**config.mk**
```make
export PLATFORM = sky130hd
export DESIGN_NAME = sn76489_control
export DESIGN_NICKNAME = d
export VERILOG_FILES = /design/src/rtl/sn76489_control.sv
export SDC_FILE = /design/constraint.sdc
export NUM_CORES = 1
export LEC_CHECK = 0
export CAP_MARGIN = 25
export CORE_AREA = 2 2 87 89
export DETAILED_ROUTE_END_ITERATION = 16
export DIE_AREA = 0 0 89 91
export SYNTH_ARGS = -nofsm -noshare
export SYNTH_HDL_FRONTEND = slang
export SYNTH_SLANG_ARGS = --single-unit
```
**constraint.sdc**
```tcl
create_clock -name clk -period 1.55 [get_ports clk]
set_input_delay 0.3875 -clock clk [delete_from_list [all_inputs] [get_ports clk]]
set_output_delay 0.3875 -clock clk [all_outputs]
set_load 0.02 [all_outputs]
```
**src/rtl/sn76489_control.sv**
```systemverilog
// sn76489_control: PSG byte-write decode, noise divider select, /16 enable.
// Define SN76489_READY_EN to build the BUSY_CYCLES write-busy counter.
module sn76489_control #(
  parameter int BUSY_CYCLES = 32
) (
  input  logic       clk,
  input  logic       reset,
  input  logic       wr,
  input  logic [7:0] data,
  output logic       ready,
  output logic       enable,
  output logic [9:0] tone0_n,
  output logic [9:0] tone1_n,
  output logic [9:0] tone2_n,
  output logic [3:0] att0,
  output logic [3:0] att1,
  output logic [3:0] att2,
  output logic [3:0] att3,
  output logic [9:0] noise_n,
  output logic       noiseFeedbackType,
  output logic       noise_rst
);

  logic [9:0] tone [3];
  logic [3:0] att  [4];
  logic [1:0] nf;
  logic       fb;
  logic [1:0] latch_ch;
  logic       latch_type;
  logic [3:0] cnt;

  logic       acc;
  logic [1:0] tgt_ch;
  logic       tgt_type;
  logic       tone_we;
  logic       att_we;
  logic       noise_we;

  assign acc = wr & ready;

  // Resolve which register this byte targets.
  always_comb begin
    tgt_ch   = latch_ch;
    tgt_type = latch_type;
    tone_we  = 1'b0;
    att_we   = 1'b0;
    noise_we = 1'b0;
    if (data[7]) begin
      tgt_ch   = data[6:5];
      tgt_type = data[4];
    end
    if (acc) begin
      unique case (1'b1)
        tgt_type:
          att_we = 1'b1;
        !tgt_type && (tgt_ch == 2'd3):
          noise_we = 1'b1;
        !tgt_type && (tgt_ch != 2'd3):
          tone_we = 1'b1;
        default: ;
      endcase
    end
  end

  // Latch byte remembers channel and type.
  always_ff @(posedge clk or negedge reset) begin
    if (!reset) begin
      latch_ch   <= 2'd0;
      latch_type <= 1'b0;
    end else if (acc && data[7]) begin
      latch_ch   <= data[6:5];
      latch_type <= data[4];
    end
  end

  // Tone dividers: latch writes low nibble, data writes upper six.
  always_ff @(posedge clk or negedge reset) begin
    if (!reset) begin
      for (int i = 0; i < 3; i++)
        tone[i] <= '0;
    end else if (tone_we) begin
      for (int i = 0; i < 3; i++) begin
        if (tgt_ch == 2'(i)) begin
          if (data[7])
            tone[i][3:0] <= data[3:0];
          else
            tone[i][9:4] <= data[5:0];
        end
      end
    end
  end

  // Attenuators, 4'hF is silent.
  always_ff @(posedge clk or negedge reset) begin
    if (!reset) begin
      for (int i = 0; i < 4; i++)
        att[i] <= 4'hF;
    end else if (att_we) begin
      for (int i = 0; i < 4; i++)
        if (tgt_ch == 2'(i))
          att[i] <= data[3:0];
    end
  end

  // Noise control plus a one-cycle LFSR restart per noise write.
  always_ff @(posedge clk or negedge reset) begin
    if (!reset) begin
      nf        <= 2'b00;
      fb        <= 1'b0;
      noise_rst <= 1'b0;
    end else begin
      noise_rst <= noise_we;
      if (noise_we) begin
        fb <= data[2];
        nf <= data[1:0];
      end
    end
  end

  // Noise divider follows tone2 live when NF selects it.
  always_comb begin
    noise_n = 10'd32;
    unique case (nf)
      2'b00: noise_n = 10'd32;
      2'b01: noise_n = 10'd64;
      2'b10: noise_n = 10'd128;
      2'b11: noise_n = tone2_n;
      default: noise_n = 10'd32;
    endcase
  end

  // Free-running /16 prescaler for the generators.
  always_ff @(posedge clk or negedge reset) begin
    if (!reset)
      cnt <= 4'd0;
    else
      cnt <= cnt + 4'd1;
  end

  assign enable = (cnt == 4'd15);

`ifdef SN76489_READY_EN
  localparam int BW = $clog2(BUSY_CYCLES + 1);

  logic [BW-1:0] busy;

  // Hold ready low for BUSY_CYCLES after each accepted write.
  always_ff @(posedge clk or negedge reset) begin
    if (!reset)
      busy <= '0;
    else if (acc)
      busy <= BW'(BUSY_CYCLES);
    else if (busy != '0)
      busy <= busy - 1'b1;
  end

  assign ready = (busy == '0);
`else
  assign ready = 1'b1;
`endif

  assign tone0_n           = tone[0];
  assign tone1_n           = tone[1];
  assign tone2_n           = tone[2];
  assign att0              = att[0];
  assign att1              = att[1];
  assign att2              = att[2];
  assign att3              = att[3];
  assign noiseFeedbackType = fb;

endmodule

```
* Yosys cells after proc, flatten, opt, wreduce, memory -nomap -nowiden
Cells that the tools add are included.
** Operators by class
- Reductions and logical operators :: 16
- Multiplexer cells :: 9
- Eq/ne operators :: 8
- Bitwise gates (word level) :: 1
- $add $sub $neg :: 1
** Operators by type and width (count)
- 10-bit case mux with 4 select lines :: 1
- 3-bit AND reduction :: 6
- 2-bit == test (second input constant) :: 4
- 2-bit AND reduction :: 4
- 1-bit 2-to-1 mux :: 7
- 4-bit by 1-bit adder with 4-bit output (second input constant) :: 1
- 2-bit by 1-bit == test with 1-bit output (second input constant) :: 2
- 4-bit == test (second input constant) :: 1
- 2-bit zero test :: 2
- 1-bit logical AND :: 3
- 2-bit 2-to-1 mux :: 1
- 2-bit inequality test (second input constant) :: 1
- 1-bit zero test :: 1
- 1-bit NOT :: 1
** Word-level totals
- Bits in registers :: 57
- Output and inout port bits :: 60

* Logic depth before layout (Yosys ltp)
Gate-level depths: netlist of run 1.
- Word-level depth :: 6
- Mapped depth :: 4
- Gate-level depth less buffers :: 3

* Worst setup path after synthesis of run 1
OpenSTA, ideal clock, no wires.
- Kind :: input -> register
- From :: input port wr
- To :: register tone (netlist bit tone2_n[0])
- Path slack :: -0.044 ns
- Required time :: 1.425 ns
- Arrival :: 1.469 ns
- Library setup time :: 0.125 ns
- Stages on the path :: 4
- Path through :: buf_4 > nand2_4 > or4b_4 > mux2_4
** Between the ends
- Longest elaborated chain between the ends :: 2
** RTL lines
- from (decl) :: line 8 : input logic wr,
- 1-bit 2-to-1 mux :: line 52 : if (acc) begin
- 3-bit AND reduction (no source line)
- to (signal, indexed assignment) :: line 85 : tone[i][3:0] <= data[3:0];
- to (signal, indexed assignment) :: line 87 : tone[i][9:4] <= data[5:0];
- to (decl) :: line 24 : logic [9:0] tone [3];
Every way passes these cells.
A chain may end at the register's enable or synchronous reset.

* Final worst setup path of run 1
- From :: register nf[1]
- To :: output port noise_n[1]
** Between the ends
- Longest elaborated chain between the ends :: 2
- Elaborated cells between the ends (all ways) :: 5
** RTL lines
- from (decl) :: line 26 : logic [1:0] nf;
- from (signal assigned) :: line 115 : nf <= data[1:0];
- 2-bit == test (tied with other cells) :: line 123 : unique case (nf)
- 10-bit case mux with 4 select lines (*) :: line 123
- to (decl) :: line 19 : output logic [9:0] noise_n,
Mark *: on every way between the ends. The rest lies on a longest branch, timed or not.

==> results.md, run 1 <==
Outcome:
- The flow ran to the end, but the final reports show violations.
- The final reports fail on negative setup slack.

Logic synthesis:
- The cell count after synthesis is 164.
- The number of distinct library cells after synthesis is 29.
- Yosys printed 0 warnings.
- The number of nets handed over by synthesis was 176.
- Each instance of the synthesized netlist takes up on average 14.9 sq um.
- The synthesized design spends more area on one cell type than any other, namely sky130_fd_sc_hd__dfrtp_1.
- Synthesis inferred 57 register bits.
- The share of synthesized area in the top cell type comes to 0.420.
- The mapped cell area is 0.00244 sq mm.
- The sequential element share of the synthesized area is 0.593.
- Sorting the synthesized cells by area gives the leading types as sky130_fd_sc_hd__dfrtp_1, sky130_fd_sc_hd__mux2_2, sky130_fd_sc_hd__dfstp_2, sky130_fd_sc_hd__mux2_4, sky130_fd_sc_hd__and3_1.

Worst setup path:
- The critical-path maximum fanout is 6.
- For the worst flop-to-flop path, the logic depth is 3.
- In this run the critical register-to-register path is launched from latch_ch[1].
- The setup slack of the worst register-to-register path is 70 ps.
- Data on the critical path is required at its endpoint by 1160 ps.
- The arrival time of data at the critical path endpoint is 1180 ps.
- STA classifies the critical path startpoint as a flip-flop.
- The kind of critical path is flip-flop to primary output.
- The sort of element at the end of the critical path is a primary output.
- The terminus of the critical flop-to-flop path is att3[1].

Power:
- IR analysis of the VDD net gives a maximum drop of 0.653 mV.
- The leakage power total is 1.74 nW.
- For this design the ratio of total power to cell area is 1630 mW/mm^2.
- The power after layout is 6.10 mW.

Placement:
- The global placement routability congestion is 0.674.
- The count of buffers added on input and output ports is 69.
- Once detailed placement completed, the half-perimeter wirelength came to 3.70 mm.

Die:
- The number of ports placed on the die boundary is 71.
- The floorplan step set the die height to 91 um.
- The area inside the core boundary is 0.00714 sq mm.
- The initial utilization of the core area, before any placement, comes to 0.342.
- The floorplan die area is 0.00810 sq mm.
- The width of the die is 89 um.
- After floorplanning, the core was divided into 31 placement rows.

CTS:
- The insertion delay of the later-clocked pin in the worst-skew pair is 330 ps.
- The CTS tree is yes.
- TritonCTS created 9 clock buffers.
- The total number of clock tree sinks is 57.
- The cell sitting at the root of the clock tree is a sky130_fd_sc_hd__clkbuf_8.
- The H-tree was split into 3 levels.
- After clock tree synthesis, the clock-pin slew on the worst setup and hold paths is 60 ps.
- The hold buffer count at cts is 0.
- The clock passes through at most 2 buffers.

Layout:
- The share of final-layout standard cells stronger than drive strength 1 is 0.620.
- For this run, the share of the core covered by cells in the final layout is 0.526.
- Compared with the post-synthesis result, the final layout area differs by 53.7%.
- The number of nets in the layout is 281.

STA:
- The clock arrives with 3.54 ps of skew.
- The final critical delay including setup and external delays is 1560 ps.
- The maximum frequency from static timing analysis is 0.640 GHz.
- Setup violations remaining at the end of the flow were counted as 5.
- The hold violation total from the final report is 0.
- Dividing the final minimum period by the clock period gives 1.01.
- The setup slack of the critical path after layout is -12.9 ps.
- The max-slew violation count is 0.
- Setup repair after global routing could not meet its margin everywhere.

Run:
- The tool flagged a number of max-cap violations equal to 0.

Drt:
- The count of vias placed by the detailed router is 1,707.
- In the routed design, unresolved DRC markers number 0.
- The final routed wirelength across all metal layers is 5.89 mm.
- The number of DRC violations after detailed-routing iteration 0 is 61.
- The remaining number of nets flagged by the antenna check after routing is 0.
- In the final routed layout, each cell accounts on average for 15.7 um.
- The pre-antenna-repair detailed-routing pass consisted of 4 iterations.
- After detailed routing, the number of vias per cell comes to 4.56.

Min path:
- The tightest min-delay check is of the input port to asynchronous set/reset pin type.

Global routing:
- The global-route congestion overflow total is 0.
- The number of global-route vias before repair is 1,743.
- Entering global routing, the biggest net connects 58 pins.
- In the global route stage, overall resource usage came out at 0.152.
- The global-route wire length before repair is 9.06 mm.
- The initial antenna violation count is 1.
[cell families (layout without fill, tap and decap cells)]
kind of cell	after synthesis	after routing	share of synthesized area
AOI/OAI and AO/OA	8	8	0.0277
buffers and inverters	15	125	0.0282
other	1	2	0.00154
DFF	57	57	0.593
xor gates and xnor gates	2	2	0.00718
adders and majority gates	1	1	0.00512
and+or+nand+nor	26	26	0.0830
muxes	54	54	0.255
[timing repair]
| item | CTS | global route |
|---|---|---|
| hold endpoints to repair | 0 | 0 |
| pin swaps | 4 | 9 |
| buffers inserted | 7 | 5 |
| endpoints found under the setup margin | 108 | 35 |
| resized for setup | 156 | 43 |
[cell usage in the layout, fill, tap and decap left out, types with 3 or more instances in the layout]
cell	Yosys	layout
sky130_fd_sc_hd__clkdlybuf4s50_1	0	4
sky130_fd_sc_hd__and3b_1	3	3
sky130_fd_sc_hd__clkdlybuf4s15_2	0	15
sky130_fd_sc_hd__buf_4	3	27
sky130_fd_sc_hd__clkbuf_1	6	3
sky130_fd_sc_hd__and3_4	0	8
sky130_fd_sc_hd__dfstp_2	16	16
sky130_fd_sc_hd__dlygate4sd2_1	0	33
sky130_fd_sc_hd__dfrtp_1	41	39
sky130_fd_sc_hd__clkinv_2	0	4
sky130_fd_sc_hd__buf_6	0	18
sky130_fd_sc_hd__mux2_2	49	44
sky130_fd_sc_hd__o211ai_1	3	3
sky130_fd_sc_hd__nor3b_1	3	3
sky130_fd_sc_hd__buf_2	0	3
sky130_fd_sc_hd__mux2_4	4	9
sky130_fd_sc_hd__inv_1	4	4
sky130_fd_sc_hd__clkbuf_8	0	9
[synthesized netlist by cell type, drive strengths merged]
library cell  instances
nor3                  1
nand4b                2
nand3                 2
or4b                  2
nor4bb                1
buf                   4
inv                   4
nand2                 1
and3                  9
xnor2                 1
o21ai                 1
ha                    1
o211ai                5
nor4                  1
dfrtp                41
xor2                  1
mux2i                 1
clkbuf                7
and3b                 3
nor2                  1
nor3b                 3
a21boi                2
conb                  1
mux2                 53
dfstp                16
[registers in the layout (all words and copies together), names as in the netlist]
signal,count
tone2_n,10
att0,4
nf,2
att3,4
noise_rst,1
att1,4
cnt,4
tone0_n,10
noiseFeedbackType,1
tone1_n,10
latch_type,1
att2,4
latch_ch,2
[worst max path at each step]
stage	startpoint	endpoint	slack, ps	cells after the start
2_1_floorplan	wr	tone2_n[0]	-10	4
3_3_place_gp	wr	tone0_n[9]	-610	5
3_5_place_dp	data[7]	att0[3]	-570	5
4_1_cts	nf[1]	noise_n[1]	-150	3
5_1_grt	cnt[0]	enable	-60	3
6_report	nf[1]	noise_n[1]	-10	3
[where the power goes]
group          internal (mW)  switching (mW)
sequential              2.10           0.297
clock                  0.569           0.556
combinational           1.31            1.27
[critical path, cell delays in order, from the launching register on]
cell                      delay, ps
sky130_fd_sc_hd__dfrtp_2        420
sky130_fd_sc_hd__buf_6          130
sky130_fd_sc_hd__and3_4         170
sky130_fd_sc_hd__buf_6          120
[metrics by stage]
step	instance area (sq um)	instances	worst slack [ps]	TNS [ps]	hold slack [ps]
2_1_floorplan	2450	164	-12.5	-50.1	91.9
3_3_place_gp	3390	345	-606	-25780	416
3_5_place_dp	3390	345	-565	-25890	416
4_1_cts	3590	368	-150	-402	57.8
5_1_grt	3750	374	-57.5	-446	74.0
6_report	3750	374	-12.9	-23.3	63.3
[layer usage]
metal / share of wire / global-route usage / vias to the layer above
met5: 0 / 0 / -
met4: 0.016 / 0.0672 / 0
met3: 0.048 / 0.0391 / 9
met2: 0.49 / 0.231 / 46
met1: 0.45 / 0.202 / 852
li1: - / - / 800
[layout make-up]
class,instances,area (sq um)
Fill cell,667,3380
Multi-Input combinational cell,92,1040
Timing Repair Buffer,105,968
Tap cell,99,124
Clock inverter,4,20.0
Antenna cell,1,2.50
Inverter,4,15.0
Sequential cell,57,1450
Clock buffer,12,135
No activity file was read; power rests on OpenSTA's default activity.
==> inputs of run 2 (changes only) <==
--- a/config.mk
+++ b/config.mk
@@ -6,9 +6,9 @@
 export NUM_CORES = 1
 export LEC_CHECK = 0
 export CAP_MARGIN = 25
-export CORE_AREA = 2 2 87 89
+export CORE_AREA = 8 8 73 122
 export DETAILED_ROUTE_END_ITERATION = 16
-export DIE_AREA = 0 0 89 91
+export DIE_AREA = 0 0 81 130
 export SYNTH_ARGS = -nofsm -noshare
 export SYNTH_HDL_FRONTEND = slang
 export SYNTH_SLANG_ARGS = --single-unit
==> run 2 against run 1 <==
The run still ends with negative setup slack left. Die area rose by 30%. Clock power rose by 49%. Combinational power rose by 2%. Sequential share of layout area fell by 1.2 points.
==> results.md, run 2 (same netlist as run 1, synthesis figures left out) <==
Drt:
- The final routed wirelength across all metal layers is 6.51 mm (+11%).
- The detailed-router iteration count before antenna repair was 4 (unchanged).
- The number of DRC violations after detailed-routing iteration 0 was 78 (+28%).
- The count of vias placed by the detailed router is 1,755 (+2.8%).
- The ratio of routed vias to standard cells is 4.80 (+5.1%).
- The remaining number of nets flagged by the antenna check after routing is 0 (unchanged).
- The average wire per cell in the routed design came to 17.8 um (+13%).
- The detailed-route DRC error count is 0 (unchanged).

Global routing:
- The global-route congestion overflow total was 0 (unchanged).
- The largest net degree at the start of global routing is 49 (-16%).
- The global-route usage over all layers is 0.134 (-0.0179).
- The number of global-route vias before repair is 1,976 (+13%).
- The global-route wire length before repair was 10.4 mm (+15%).
- The initial antenna violation count is 0 (-1).

Worst setup path:
- The count of cell instances traversed by the critical path is 3 (unchanged).
- STA classifies the critical path startpoint as a flip-flop.
- The worst reg2reg path startpoint is latch_ch[0].
- The biggest cell delay along the critical path was 450 ps (+30 ps).
- The depth of the worst register-to-register path came to 3 (unchanged).
- The arrival time of data at the critical path endpoint is 1210 ps (+30 ps).
- The worst setup path is captured at a primary output.
- The setup path with the least slack is of type flip-flop to primary output.
- In this design, the largest share of critical-path delay is due to flip-flops.
- The worst setup path endpoint is noise_n[2].
- The critical path required time is 1160 ps (about the same).
- The endpoint identified for the worst register-to-register timing path is att3[2].
- The signal on the critical path passes through buf_6 > and3_4 > buf_6.
- In this design, the critical path's most frequently occurring cell is sky130_fd_sc_hd__buf_6.
- The critical-path maximum fanout came to 7 (+1).
- The start point of the critical path is nf[0].
- The count of buffer and inverter cells on the critical path is 2 (unchanged).
- The setup slack of the worst register-to-register path came to 70 ps (about the same).
- The critical-path cell with the highest stage delay is sky130_fd_sc_hd__dfrtp_2.

Placement:
- The global placement routability congestion is 0.766 (+14%).
- The cell total after placement was 337 (-2.3%).
- The count of input and output buffers is 69 (unchanged).
- The cell area after placement is 0.00341 sq mm (+0.63%).
- The HPWL after detailed placement is 4.51 mm (+22%).
- The post-placement worst setup slack is -590 ps (-25.1 ps).

Die:
- The row count is 41 (+32%).
- The vertical die dimension was 130 um (+43%).
- The width of the die is 81 um (-9.0%).
- The area inside the core boundary is 0.00718 sq mm (+0.63%).
- The initial core utilization is 0.340 (-0.00215).
- The number of ports placed on the die boundary is 71 (unchanged).
- The floorplan die area was 0.0105 sq mm (+30%).

Layout:
- The share of final-layout standard cells stronger than drive strength 1 is 0.607 (-0.0133).
- The most frequent standard cell in the layout excluding fill and tap cells is sky130_fd_sc_hd__mux2_2.
- The top cell types in the final layout, fill and taps aside, are sky130_fd_sc_hd__mux2_2, sky130_fd_sc_hd__dfrtp_1, sky130_fd_sc_hd__buf_4.
- The final instance count without filler cells was 366 (-2.1%).
- From synthesis to final layout, the design area changed by 58.7%.
- The number of nets in the layout is 287 (+2.1%).
- The antenna diode count is 0 (-1).
- The number of fillers in the final layout is 656 (-1.6%).
- The final design utilization was 0.539 (+0.0136).
- The final standard cell area without fillers came to 0.00387 sq mm (+3.2%).
- The area occupied by multi-input gates came to 0.00103 sq mm (-0.36%).
- The sequential standard cell area is 0.00145 sq mm (about the same).

STA:
- The final setup violation count is 9 (+4).
- Setup repair after global routing could not meet its margin everywhere.
- The final critical delay including setup and external delays is 1590 ps (+30.6 ps).
- The max-slew violation count was 0 (unchanged).
- The final hold slack came to 470 ps (+406 ps).
- The final-layout setup total negative slack was -228 ps (-205 ps).
- The maximum frequency from static timing analysis is 0.628 GHz (-1.9%).
- The maximum clock skew at final layout is 2.17 ps (-1.37 ps).
- The part of the cycle the worst path needs came to 1.03 (+0.0197).
- The setup slack of the critical path after layout is -43.5 ps (-30.6 ps).
- The hold violation total from the final report was 0 (unchanged).

CTS:
- The clock buffer count from CTS is 9 (unchanged).
- The number of H-tree levels is 3 (unchanged).
- The insertion delay of the later-clocked pin in the worst-skew pair came to 320 ps (about the same).
- The cell at the root of the clock tree is sky130_fd_sc_hd__clkbuf_16.
- The clock transition at the registers of the reported paths was 50 ps (about the same).
- TritonCTS built the clock tree.
- The maximum number of buffers from clock root to sink was 2 (unchanged).
- The total number of clock tree sinks is 57 (unchanged).

Power:
- The leakage power total is 1.81 nW (+4.0%).
- The power density over the cells came to 1740 mW/mm^2 (+6.8%).
- The maximum vdd drop is 0.818 mV (+25%).
- The power after layout is 6.73 mW (+10%).

Outcome:
- The run finished, with violations left.
- The checks that failed: negative setup slack.

Min path:
- The worst hold path class is input port to asynchronous set/reset pin.

Run:
- The number of violations of the max-capacitance limit is 0 (unchanged).
[run 2: changes by cell type in the layout (fill, tap and decap cells not counted), moves of 3 or more]
cell | previous run | this run
sky130_fd_sc_hd__buf_4 | 27 | 35
sky130_fd_sc_hd__buf_6 | 18 | 15
sky130_fd_sc_hd__clkinv_2 | 4 | 0
sky130_fd_sc_hd__clkbuf_1 | 3 | 7
sky130_fd_sc_hd__dlygate4sd2_1 | 33 | 29
sky130_fd_sc_hd__and3_1 | 1 | 4
sky130_fd_sc_hd__clkdlybuf4s15_1 | 2 | 7
sky130_fd_sc_hd__and3_4 | 8 | 5
sky130_fd_sc_hd__clkbuf_16 | 0 | 9
sky130_fd_sc_hd__clkbuf_8 | 9 | 0
[run 2: worst register-to-register path, cell delays in order, from the launching register on]
cell,delay [ps]
sky130_fd_sc_hd__dfrtp_1,480
sky130_fd_sc_hd__and3b_2,290
sky130_fd_sc_hd__o211ai_4,280
sky130_fd_sc_hd__mux2_2,370
[run 2: worst min-delay path by stage]
stage | startpoint | end | slack [ps] | cells past startpoint
finish | reset | tone1_n[3] | 470 | 2
global route | cnt[3] | cnt[3] | 490 | 1
CTS | reset | tone1_n[3] | 460 | 2
detailed placement | reset | tone1_n[2] | 280 | 1
global placement | reset | tone1_n[0] | 270 | 1
floorplan | reset | cnt[0] | 90 | 0
[run 2: power by group]
group	switching (mW)	internal, mW
Sequential	0.315	2.10
Clock	0.603	1.08
Combinational	1.30	1.33
[run 2: final cells by class]
class                   count  area share
well taps                  86      0.0278
repair buffers            111       0.262
clock buffers              16      0.0649
inverters                   4     0.00388
multi-input cells          92       0.267
flip-flops and latches     57       0.374
[run 2: per-layer routing]
layer	wire length, um	global-route usage	vias up
met3	289	0.0393	10
met1	2380	0.132	893
met4	117	0.0646	0
li1	-	-	815
met5	0	0	-
met2	3720	0.245	37
[run 2: timing repair]
item | CTS | global route
pin swaps | 6 | 6
hold buffers | 1 | 0
endpoints found under the hold margin | 4 | 0
gates resized for setup | 158 | 41
setup buffers | 7 | 5
endpoints found under the setup margin | 96 | 47
==> inputs of run 3 (changes only) <==
--- a/config.mk
+++ b/config.mk
@@ -7,6 +7,7 @@
 export LEC_CHECK = 0
 export CAP_MARGIN = 25
 export CORE_AREA = 8 8 73 122
+export CTS_BUF_LIST = sky130_fd_sc_hd__clkbuf_16
 export DETAILED_ROUTE_END_ITERATION = 16
 export DIE_AREA = 0 0 81 130
 export SYNTH_ARGS = -nofsm -noshare
==> run 3 against run 2 <==
The flow still finishes with violations (negative setup slack). Clock-buffer cell count is 7 lower. Global-route usage stayed put. Register-to-register slack hardly changed. Clock skew hardly changed. Clock power is 2% lower.
==> results.md, run 3 (same netlist as run 1, synthesis figures left out) <==
Outcome:
- The run finished, with violations left.
- The checks that failed: negative setup slack.

CTS:
- The insertion delay of the later-clocked pin in the worst-skew pair came to 320 ps (about the same).
- The total number of clock tree sinks is 57 (unchanged).
- The number of H-tree levels is 3 (unchanged).
- The clock transition at the registers of the reported paths is 50 ps (about the same).
- The CTS tree is yes.
- The clock buffer count from CTS is 9 (unchanged).
- The maximum number of buffers from clock root to sink came to 2 (unchanged).
- The cell at the root of the clock tree is sky130_fd_sc_hd__clkbuf_16.

Drt:
- The count of vias placed by the detailed router is 1,753 (-0.11%).
- The final routed wirelength across all metal layers was 6.51 mm (about the same).
- The average wire per cell in the routed design came to 17.8 um (about the same).
- The number of DRC violations after detailed-routing iteration 0 came to 75 (-3.8%).
- The ratio of routed vias to standard cells was 4.79 (-0.11%).
- The detailed-router iteration count before antenna repair is 4 (unchanged).
- The remaining number of nets flagged by the antenna check after routing is 0 (unchanged).
- The detailed-route DRC error count is 0 (unchanged).

Layout:
- The area occupied by multi-input gates is 0.00103 sq mm (unchanged).
- The antenna diode count came to 0 (unchanged).
- The final design utilization is 0.539 (unchanged).
- The sequential standard cell area was 0.00145 sq mm (unchanged).
- The share of final-layout standard cells stronger than drive strength 1 is 0.607 (unchanged).
- The number of fillers in the final layout is 656 (unchanged).
- The number of nets in the layout is 287 (unchanged).
- The library cell used most frequently in the layout, excluding fill and tap cells, is sky130_fd_sc_hd__mux2_2.
- Leaving out fill and tap cells, the most frequent cells in the layout are sky130_fd_sc_hd__mux2_2, sky130_fd_sc_hd__dfrtp_1, sky130_fd_sc_hd__buf_4.
- The synthesis-to-layout area growth is 58.7% (unchanged).

Worst setup path:
- The worst reg2reg path startpoint is latch_ch[0].
- The depth of the worst register-to-register path is 3 (unchanged).
- The critical-path maximum fanout is 7 (unchanged).
- The worst setup path is captured at a primary output.
- The critical path is of the flip-flop to primary output type.
- The critical path required time is 1160 ps (about the same).
- The critical path starts at nf[0].
- The worst setup path is launched from a flip-flop.
- The arrival time of data at the critical path endpoint was 1210 ps (about the same).

STA:
- The max-slew violation count was 0 (unchanged).
- The final-layout setup total negative slack is -229 ps (-0.831 ps).
- The setup slack of the critical path after layout is -43.7 ps (-0.255 ps).
- The maximum frequency from static timing analysis is 0.627 GHz (about the same).
- Setup repair after global routing could not meet its margin everywhere.
- The final hold slack is 469 ps (-0.0970 ps).
- The maximum clock skew at final layout is 2.58 ps (+0.411 ps).
- The final critical delay including setup and external delays is 1590 ps (+0.255 ps).
- The part of the cycle the worst path needs came to 1.03 (about the same).
- The hold violation total from the final report is 0 (unchanged).
- The final setup violation count is 9 (unchanged).

Global routing:
- The initial antenna violation count is 0 (unchanged).
- The largest net degree at the start of global routing was 49 (unchanged).
- The number of global-route vias before repair came to 1,976 (unchanged).
- The global-route congestion overflow total is 0 (unchanged).
- The global-route usage over all layers was 0.134 (unchanged).
- The global-route wire length before repair came to 10.4 mm (unchanged).

Die:
- The row count is 41 (unchanged).
- The area inside the core boundary is 0.00718 sq mm (unchanged).
- The vertical die dimension is 130 um (unchanged).
- The number of ports placed on the die boundary is 71 (unchanged).
- The initial core utilization was 0.340 (unchanged).
- The floorplan die area is 0.0105 sq mm (unchanged).
- The width of the die is 81 um (unchanged).

Placement:
- The count of input and output buffers was 69 (unchanged).
- The global placement routability congestion was 0.766 (unchanged).
- The post-placement worst setup slack is -590 ps (unchanged).
- The HPWL after detailed placement is 4.51 mm (unchanged).

Run:
- The number of violations of the max-capacitance limit is 0 (unchanged).

Power:
- The maximum vdd drop is 0.818 mV (about the same).
- The power after layout is 6.69 mW (-0.68%).
- The leakage power total was 1.84 nW (+1.6%).
- The power density over the cells is 1730 mW/mm^2 (-0.68%).

Min path:
- The worst hold path belongs to the class input port to asynchronous set/reset pin.
==> run 3: changes by cell type in the layout (fill, tap and decap cells not counted) <==
cell / delta
sky130_fd_sc_hd__clkbuf_1: -7
sky130_fd_sc_hd__inv_1: +7
==> run 3: repair_timing <==
item,4_1_cts,5_1_grt
hold buffers,1,0
endpoints found under the hold margin,4,0
endpoints found under the setup margin,96,47
resized for setup,158,41
cloned,0,0
pin swaps,6,6
setup buffers,7,5
==> run 3: worst paths after layout <==
path                       slack (ps)         end
max in group asynchronous         490     att3[0]
max reg2reg                        70     att3[2]
min reg2reg                       470      cnt[3]
max                               -40  noise_n[2]
min in group clk                  470      cnt[3]
min                               470  tone1_n[3]
==> run 3: layer usage <==
| layer | wire, um | GRT usage | up-vias |
|---|---|---|---|
| met5 | 0 | 0 | - |
| met4 | 117 | 0.0646 | 0 |
| met3 | 289 | 0.0393 | 10 |
| met2 | 3730 | 0.245 | 37 |
| met1 | 2370 | 0.132 | 891 |
| li1 | - | - | 815 |
==> run 3: area by class of cell <==
class | instances | area share
clock buffers | 9 | 0.0581
inverters | 4 | 0.00388
multi-input cells | 92 | 0.267
well taps | 86 | 0.0278
flip-flops and latches | 57 | 0.374
repair buffers | 111 | 0.262
clock inverters | 7 | 0.00678
==> run 3: per-stage QoR <==
stage / cell area, sq um / std cells
3_5_place_dp: 3410 / 337
3_3_place_gp: 3410 / 337
4_1_cts: 3730 / 361
2_1_floorplan: 2450 / 164
6_report: 3870 / 366
5_1_grt: 3870 / 366
==> run 3: critical path, cell delays in order (launching register included) <==
cell,delay [ps]
sky130_fd_sc_hd__dfrtp_2,450
sky130_fd_sc_hd__buf_6,160
sky130_fd_sc_hd__and3_4,150
sky130_fd_sc_hd__buf_6,120
==> run 3: where the power goes <==
group	internal (mW)	switching (mW)
combinational	1.33	1.30
clock	1.03	0.604
sequential	2.10	0.315
total	4.47	2.22
